File: src/rtl/hazard_ctrl_sb_if.sv
// rtl/hazard_ctrl_sb_if.sv - pipeline-side signal bundle for the hazard controller
//
// Groups every non-clock/reset signal of hazard_ctrl_sb.
//   slave  : the hazard controller (reads pipeline state, drives stall/flush/forward selects)
//   master : the pipeline (drives pipeline state, observes controls)
// Pipeline inputs : rs1_d, rs2_d, rs1_e, rs2_e, rd_e, mem_read_e, fwd_rd, fwd_we,
//                   long_issue_e, long_done, long_rd, redirect_e, mem_stall
// Controls out    : fwd_a_e, fwd_b_e, stall_f, stall_d, flush_d, flush_e, sb_busy
// HAZARD_PERF_EN  : adds perf_stall_cyc, perf_lu_evt, perf_flush_evt (32b counters)
interface hazard_ctrl_sb_if #(
    parameter int REG_AW     = 5,
    parameter int FWD_STAGES = 2
);
    localparam int SEL_W = $clog2(FWD_STAGES + 1);

    logic [REG_AW-1:0]            rs1_d;
    logic [REG_AW-1:0]            rs2_d;
    logic [REG_AW-1:0]            rs1_e;
    logic [REG_AW-1:0]            rs2_e;
    logic [REG_AW-1:0]            rd_e;
    logic                         mem_read_e;
    logic [FWD_STAGES*REG_AW-1:0] fwd_rd;
    logic [FWD_STAGES-1:0]        fwd_we;
    logic                         long_issue_e;
    logic                         long_done;
    logic [REG_AW-1:0]            long_rd;
    logic                         redirect_e;
    logic                         mem_stall;
    logic [SEL_W-1:0]             fwd_a_e;
    logic [SEL_W-1:0]             fwd_b_e;
    logic                         stall_f;
    logic                         stall_d;
    logic                         flush_d;
    logic                         flush_e;
    logic                         sb_busy;
`ifdef HAZARD_PERF_EN
    logic [31:0]                  perf_stall_cyc;
    logic [31:0]                  perf_lu_evt;
    logic [31:0]                  perf_flush_evt;
`endif

    modport slave (
        input  rs1_d, rs2_d, rs1_e, rs2_e, rd_e, mem_read_e, fwd_rd, fwd_we,
               long_issue_e, long_done, long_rd, redirect_e, mem_stall,
`ifdef HAZARD_PERF_EN
        output perf_stall_cyc, perf_lu_evt, perf_flush_evt,
`endif
        output fwd_a_e, fwd_b_e, stall_f, stall_d, flush_d, flush_e, sb_busy
    );

    modport master (
        output rs1_d, rs2_d, rs1_e, rs2_e, rd_e, mem_read_e, fwd_rd, fwd_we,
               long_issue_e, long_done, long_rd, redirect_e, mem_stall,
`ifdef HAZARD_PERF_EN
        input  perf_stall_cyc, perf_lu_evt, perf_flush_evt,
`endif
        input  fwd_a_e, fwd_b_e, stall_f, stall_d, flush_d, flush_e, sb_busy
    );
endinterface

File: src/rtl/hazard_ctrl_sb.sv
// rtl/hazard_ctrl_sb.sv - forwarding, load-use/scoreboard stall and redirect flush control
//
// Ports:
//   clk   : core clock
//   rst_n : synchronous reset, active low
//   hz    : hazard_ctrl_sb_if.slave bundle (pipeline state in, stall/flush/forward controls out)
// Parameters: REG_AW (register index width), FWD_STAGES (forwarding producers, 0 = youngest),
//   FLUSH_CYCLES (cycles flush_d is held after a redirect, >= 1).
// Optional feature macro: HAZARD_PERF_EN (saturating stall/load-use/redirect event counters).
module hazard_ctrl_sb #(
    parameter int REG_AW       = 5,
    parameter int FWD_STAGES   = 2,
    parameter int FLUSH_CYCLES = 1
) (
    input  logic           clk,
    input  logic           rst_n,
    hazard_ctrl_sb_if.slave hz
);
    localparam int SEL_W    = $clog2(FWD_STAGES + 1);
    localparam int NUM_REGS = 2 ** REG_AW;
    localparam int CNT_W    = (FLUSH_CYCLES > 1) ? $clog2(FLUSH_CYCLES) : 1;
    localparam logic [CNT_W-1:0] CNT_LOAD = CNT_W'(FLUSH_CYCLES - 1);

    logic [NUM_REGS-1:0] pending;
    logic [NUM_REGS-1:0] pending_nxt;
    logic [NUM_REGS-1:0] set_vec;
    logic [NUM_REGS-1:0] clr_vec;
    logic [CNT_W-1:0]    flush_cnt;
    logic [CNT_W-1:0]    flush_cnt_nxt;
    logic                lu;
    logic                sb;
    logic                fw;

    // Scan oldest to youngest so the youngest matching producer is the last writer.
    always_comb begin
        hz.fwd_a_e = '0;
        hz.fwd_b_e = '0;
        for (int k = FWD_STAGES - 1; k >= 0; k--) begin
            if (hz.fwd_we[k] && hz.rs1_e != '0 && hz.fwd_rd[k*REG_AW +: REG_AW] == hz.rs1_e)
                hz.fwd_a_e = SEL_W'(k + 1);
            if (hz.fwd_we[k] && hz.rs2_e != '0 && hz.fwd_rd[k*REG_AW +: REG_AW] == hz.rs2_e)
                hz.fwd_b_e = SEL_W'(k + 1);
        end
    end

    // Issue is held off by mem_stall (the E instr is not really accepted), but a
    // completing writeback always retires. Set wins over clear on the same register.
    always_comb begin
        set_vec = '0;
        clr_vec = '0;
        if (hz.long_issue_e && !hz.mem_stall && hz.rd_e != '0)
            set_vec = NUM_REGS'(1) << hz.rd_e;
        if (hz.long_done)
            clr_vec = NUM_REGS'(1) << hz.long_rd;
        pending_nxt    = (pending & ~clr_vec) | set_vec;
        pending_nxt[0] = 1'b0;
    end

    assign lu = hz.mem_read_e && hz.rd_e != '0 && (hz.rd_e == hz.rs1_d || hz.rd_e == hz.rs2_d);
    assign sb = pending[hz.rs1_d] || pending[hz.rs2_d];
    assign fw = flush_cnt != '0;
    assign hz.sb_busy = |pending;

    // The redirect cycle itself is the first flush cycle, so the counter only
    // covers the remaining FLUSH_CYCLES-1 cycles. Inside the window D holds
    // wrong-path instructions, so their load-use/scoreboard hazards are ignored.
    always_comb begin
        hz.stall_f    = 1'b0;
        hz.stall_d    = 1'b0;
        hz.flush_d    = 1'b0;
        hz.flush_e    = 1'b0;
        flush_cnt_nxt = flush_cnt;
        if (hz.mem_stall) begin
            hz.stall_f = 1'b1;
            hz.stall_d = 1'b1;
        end else if (hz.redirect_e) begin
            hz.flush_d    = 1'b1;
            hz.flush_e    = 1'b1;
            flush_cnt_nxt = CNT_LOAD;
        end else if (fw) begin
            hz.flush_d    = 1'b1;
            flush_cnt_nxt = flush_cnt - 1'b1;
        end else if (lu || sb) begin
            hz.stall_f = 1'b1;
            hz.stall_d = 1'b1;
            hz.flush_e = 1'b1;
        end
    end

    always_ff @(posedge clk) begin
        if (!rst_n) begin
            pending   <= '0;
            flush_cnt <= '0;
        end else begin
            pending   <= pending_nxt;
            flush_cnt <= flush_cnt_nxt;
        end
    end

`ifdef HAZARD_PERF_EN
    logic lu_stall;
    logic lu_stall_q;

    assign lu_stall = !hz.mem_stall && !hz.redirect_e && !fw && lu;

    always_ff @(posedge clk) begin
        if (!rst_n) begin
            lu_stall_q         <= 1'b0;
            hz.perf_stall_cyc  <= '0;
            hz.perf_lu_evt     <= '0;
            hz.perf_flush_evt  <= '0;
        end else begin
            lu_stall_q <= lu_stall;
            if (hz.stall_d && hz.perf_stall_cyc != '1)
                hz.perf_stall_cyc <= hz.perf_stall_cyc + 1'b1;
            if (lu_stall && !lu_stall_q && hz.perf_lu_evt != '1)
                hz.perf_lu_evt <= hz.perf_lu_evt + 1'b1;
            if (hz.redirect_e && hz.perf_flush_evt != '1)
                hz.perf_flush_evt <= hz.perf_flush_evt + 1'b1;
        end
    end
`endif
endmodule

File: src/flat_wrapper.sv
// flat-port wrapper written by rule: the top's interface ports become plain ports
module hazard_ctrl_sb_flat 
#(
    parameter int REG_AW       = 5,
    parameter int FWD_STAGES   = 2,
    parameter int FLUSH_CYCLES = 1
)
  (clk, rst_n, hz_rs1_d, hz_rs2_d, hz_rs1_e, hz_rs2_e, hz_rd_e, hz_mem_read_e, hz_fwd_rd, hz_fwd_we, hz_long_issue_e, hz_long_done, hz_long_rd, hz_redirect_e, hz_mem_stall, hz_fwd_a_e, hz_fwd_b_e, hz_stall_f, hz_stall_d, hz_flush_d, hz_flush_e, hz_sb_busy);
  hazard_ctrl_sb_if #(.REG_AW(REG_AW), .FWD_STAGES(FWD_STAGES)) hz_i ();
  input  logic clk;
  input  logic rst_n;
  input wire logic [$bits(hz_i.rs1_d)-1:0] hz_rs1_d;
  input wire logic [$bits(hz_i.rs2_d)-1:0] hz_rs2_d;
  input wire logic [$bits(hz_i.rs1_e)-1:0] hz_rs1_e;
  input wire logic [$bits(hz_i.rs2_e)-1:0] hz_rs2_e;
  input wire logic [$bits(hz_i.rd_e)-1:0] hz_rd_e;
  input wire logic [$bits(hz_i.mem_read_e)-1:0] hz_mem_read_e;
  input wire logic [$bits(hz_i.fwd_rd)-1:0] hz_fwd_rd;
  input wire logic [$bits(hz_i.fwd_we)-1:0] hz_fwd_we;
  input wire logic [$bits(hz_i.long_issue_e)-1:0] hz_long_issue_e;
  input wire logic [$bits(hz_i.long_done)-1:0] hz_long_done;
  input wire logic [$bits(hz_i.long_rd)-1:0] hz_long_rd;
  input wire logic [$bits(hz_i.redirect_e)-1:0] hz_redirect_e;
  input wire logic [$bits(hz_i.mem_stall)-1:0] hz_mem_stall;
  output wire logic [$bits(hz_i.fwd_a_e)-1:0] hz_fwd_a_e;
  output wire logic [$bits(hz_i.fwd_b_e)-1:0] hz_fwd_b_e;
  output wire logic [$bits(hz_i.stall_f)-1:0] hz_stall_f;
  output wire logic [$bits(hz_i.stall_d)-1:0] hz_stall_d;
  output wire logic [$bits(hz_i.flush_d)-1:0] hz_flush_d;
  output wire logic [$bits(hz_i.flush_e)-1:0] hz_flush_e;
  output wire logic [$bits(hz_i.sb_busy)-1:0] hz_sb_busy;
  assign hz_i.rs1_d = hz_rs1_d;
  assign hz_i.rs2_d = hz_rs2_d;
  assign hz_i.rs1_e = hz_rs1_e;
  assign hz_i.rs2_e = hz_rs2_e;
  assign hz_i.rd_e = hz_rd_e;
  assign hz_i.mem_read_e = hz_mem_read_e;
  assign hz_i.fwd_rd = hz_fwd_rd;
  assign hz_i.fwd_we = hz_fwd_we;
  assign hz_i.long_issue_e = hz_long_issue_e;
  assign hz_i.long_done = hz_long_done;
  assign hz_i.long_rd = hz_long_rd;
  assign hz_i.redirect_e = hz_redirect_e;
  assign hz_i.mem_stall = hz_mem_stall;
  assign hz_fwd_a_e = hz_i.fwd_a_e;
  assign hz_fwd_b_e = hz_i.fwd_b_e;
  assign hz_stall_f = hz_i.stall_f;
  assign hz_stall_d = hz_i.stall_d;
  assign hz_flush_d = hz_i.flush_d;
  assign hz_flush_e = hz_i.flush_e;
  assign hz_sb_busy = hz_i.sb_busy;
  hazard_ctrl_sb #(.REG_AW(REG_AW), .FWD_STAGES(FWD_STAGES), .FLUSH_CYCLES(FLUSH_CYCLES)) u_core (.clk(clk), .rst_n(rst_n), .hz(hz_i));
endmodule
File: config.mk
export PLATFORM = sky130hd
export DESIGN_NAME = hazard_ctrl_sb_flat
export DESIGN_NICKNAME = d
export VERILOG_FILES = /design/src/rtl/hazard_ctrl_sb_if.sv /design/src/rtl/hazard_ctrl_sb.sv /design/src/flat_wrapper.sv
export SDC_FILE = /design/constraint.sdc
export NUM_CORES = 1
export LEC_CHECK = 0
export ABC_AREA = 1
export CAP_MARGIN = 20
export CORE_MARGIN = 1
export CORE_UTILIZATION = 64
export DETAILED_ROUTE_END_ITERATION = 12
export DONT_BUFFER_PORTS = 1
export HOLD_SLACK_MARGIN = 0.02
export PLACE_DENSITY = 0.8
export SLEW_MARGIN = 10
export SYNTH_ARGS = -nofsm -noshare
export SYNTH_HDL_FRONTEND = slang
export SYNTH_SLANG_ARGS = --single-unit
File: constraint.sdc
create_clock -name clk -period 1.8 [get_ports clk]
set_clock_uncertainty 0.2 [all_clocks]
set_input_delay 0.18 -clock clk [delete_from_list [all_inputs] [get_ports clk]]
set_output_delay 0.18 -clock clk [all_outputs]
set_load 0.1 [all_outputs]
==> flow_metrics.env <==
export IMPL_period_needed_ns=2.029
export IMPL_wl_um=8832
export IMPL_grtUsageMet2_pct=64.39
export IMPL_swShare_pct=32.18
export IMPL_drive_gt1_share_pct=16.28
export IMPL_largest_register="u_core.pending"
export IMPL_rows=23
export IMPL_yosysWarnings=0
export IMPL_total_power_mw=1.876
export IMPL_clockBufferDepth=2
export IMPL_slew_viol_final=0
export IMPL_cp_max_fo=3
export IMPL_critical_path_max_stage_delay_ns=0.33
export IMPL_timing_rr_start="u_core.pending[18]$_SDFF_PN0_"
export IMPL_dr_first_iter_drc_count=437
export IMPL_layout_nets=527
export IMPL_netlist_top_cells_count="nand2_1 (122), nand3_1 (69), inv_1 (56), a21oi_1 (32), dfxtp_1 (31)"
export IMPL_p_comb_share_pct=25.7
export IMPL_wl_per_cell_um=16.70
export IMPL_cts_tree="yes"
export IMPL_netlist_area_um2=2699
export IMPL_path_buf_inv=1
export IMPL_die_w_um=66.94
export IMPL_p_int_mw=1.272
export IMPL_port_buffers=0
export IMPL_critPathTopFamily="simple AND/OR/NAND/NOR gates"
export IMPL_status="finished, violations left"
export IMPL_p_leak_nw=1.379
export IMPL_crit_top_cell="nand3_1"
export IMPL_p_seq_share_pct=37.0
export IMPL_use_met1_pct=54.07
export IMPL_synth_flop_cell="dfxtp_1"
export IMPL_hold_class="primary input to register"
export IMPL_fp_dieH_um=66.94
export IMPL_rsz0062_at_grt="true"
export IMPL_min_delay_start="hz_rd_e[1]"
export IMPL_antenna_found_initial=0
export IMPL_hold_viol_final=1
export IMPL_violations="negative hold slack, negative setup slack"
export IMPL_synth_lib_cells_used_distinct=32
export IMPL_synth_most_common_cell="nand2_1"
export IMPL_synth_top_area_share_pct=22.99
export IMPL_syn_inst=459
export IMPL_finalSetupTns_ns=-0.7285
export IMPL_crit_start="u_core.pending[3]$_SDFF_PN0_"
export IMPL_root_buffer="clkbuf_8"
export IMPL_synth_nets=508
export IMPL_busiest_layer="met2"
export IMPL_cp_data_required_time_ns=1.42
export IMPL_netlist_top_cells_area="dfxtp_1 (23%), nand2_1 (17%), nand3_1 (13%)"
export IMPL_grt_overflow_total=0
export IMPL_postRouteAntennaNets=0
export IMPL_cp_cell_sequence="inv_1 -> nand2_1 -> nand3_1 -> nand3_1 -> nand3_1 -> nand3_1 -> nand2_1 -> nand3_2 -> nand2_4 -> nand2_8"
export IMPL_p_switching_uw=603.7
export IMPL_ir_drop_uv=528.7
export IMPL_io_pins=58
export IMPL_r2r_slack_ns=0.33
export IMPL_die_area_um2=4480
export IMPL_coreArea_um2=4029
export IMPL_fmax_mhz=492.8
export IMPL_pwr_share_clk_pct=37.3
export IMPL_place_hpwl_um=6372
export IMPL_gp_congestion=1.014
export IMPL_h_tree_depth=2
export IMPL_cpMaxStageDelayCell="dfxtp_1"
export IMPL_drc=0
export IMPL_vias=3357
export IMPL_largest_reg_flops=31
export IMPL_grt_pass1_vias=2988
export IMPL_syn_to_final_growth_pct=18.64
export IMPL_stdcell_area_um2=3202
export IMPL_clk_pin_slew_worst_paths_ns=0.08
export IMPL_cts_sinks=31
export IMPL_finalNonFillerCells=529
export IMPL_cp_end_kind="output pin"
export IMPL_antenna_cells=0
export IMPL_grtUsageTotal_pct=41.36
export IMPL_grt_max_degree=32
export IMPL_dp_cells=501
export IMPL_holdPathStages=4
export IMPL_min_to="u_core.pending[2]$_SDFF_PN0_"
export IMPL_whs_ns=-0.01290
export IMPL_synth_seq_area_share_pct=22.99
export IMPL_tightest_slew_ns=0.5281
export IMPL_cap_violations=0
export IMPL_crit_arrival_ns=1.65
export IMPL_path_class="register to output pin"
export IMPL_firstDrtPassIters=6
export IMPL_ys_async_sr_fraction_pct=0
export IMPL_placed_area_um2=2836
export IMPL_grt_pass1_wl_um=13820
export IMPL_powerDensity_nw_per_um2=586.0
export IMPL_setup_viol=4
export IMPL_critPathLaunchType="register"
export IMPL_insertion_delay_ns=0.28
export IMPL_relSlewSlack_pct=64.71
export IMPL_via_per_inst=6.346
export IMPL_fin_ws_ns=-0.2294
export IMPL_synth_edff_count=0
export IMPL_r2r_end="u_core.pending[18]$_SDFF_PN0_"
export IMPL_ys_ff_latch=31
export IMPL_min_period_over_period_pct=112.7
export IMPL_numCtsBuffers=5
export IMPL_yosysTopAreaCell="dfxtp_1"
export IMPL_avgSynthCellArea_um2=5.880
export IMPL_pre_cts_ws_ns=0.07685
export IMPL_final_util_pct=79.47
export IMPL_use_met3_pct=7.705
export IMPL_top_regs="u_core.pending (31)"
export IMPL_r2r_cells=3
export IMPL_initial_core_util_pct=66.99
-- how the worst max path moves through the flow --
stage | cells past startpoint | slack, ns | to
after CTS | 11 | -0.17 | hz_flush_e
after detailed placement | 5 | 0.08 | hz_fwd_a_e[1]
after floorplan | 5 | -0.67 | hz_fwd_b_e[1]
final | 10 | -0.23 | hz_stall_f
after global routing | 9 | -0.34 | hz_stall_d
after global placement | 10 | 0.09 | hz_stall_d
-- routing by layer --
layer  routed length, um  part of all wire (%)
met1                3308                    37
met2                3930                    44
met3                1207                    14
met4                 385                   4.4
met5                   0                     0
-- worst register-to-register path: stages, from the launching register on --
cell and delay (ns):
dfxtp_1 0.37, o21ai_0 0.10, a21oi_1 0.16, dlygate4sd3_1 0.58
-- power groups by stage --
stage                     Sequential [mW]  Combinational, mW  Clock, mW
final                               0.694              0.482      0.699
after floorplan                     0.708              0.408          0
after global placement              0.709              0.424          0
after CTS                           0.694              0.461      0.694
after global routing                0.695              0.517      0.723
after detailed placement            0.709              0.430          0
-- cell families (layout without fill, tap and decap cells) --
logic type	Yosys count	after routing	share of synthesized area (%)
buffers and inverters	84	104	14.88
AO/OA/AOI/OAI	72	72	14.28
XOR/XNOR	18	18	5.842
flip-flops	31	31	23.00
AND/OR/NAND/NOR	254	254	42.00
-- placed cells by master, fill, tap and decap left out, drive strengths merged --
cell type,instances
dfxtp,31
clkinv,3
bufinv,1
nand3,70
clkbuf,5
a221oi,1
inv,61
o21ai,30
dlymetal6s4s,2
or2,2
o31ai,1
nor2,30
nand2,124
xor2,9
nor3,4
a21oi,32
o22ai,5
dlygate4sd3,16
xnor2,9
a22oi,1
o211ai,2
buf,16
nand4,16
nor4,8
-- what timing repair did --
item                                   CTS  global route
endpoints found under the hold margin   23             1
pin swaps                                5             6
gates resized for setup                 28            12
buffers inserted                         2             0
hold buffers                            18             1
setup endpoints to repair                4             9
-- cell type report --
cell class | count | area, um2
tap | 50 | 62.56
clock buffer | 5 | 68.82
inverter | 62 | 235.2
fill | 310 | 827.0
sequential | 31 | 635.6
multi-input combinational | 344 | 1780
clock inverter | 3 | 43.79
timing repair buffer | 34 | 375.4
(Power assumes the default switching activity.)
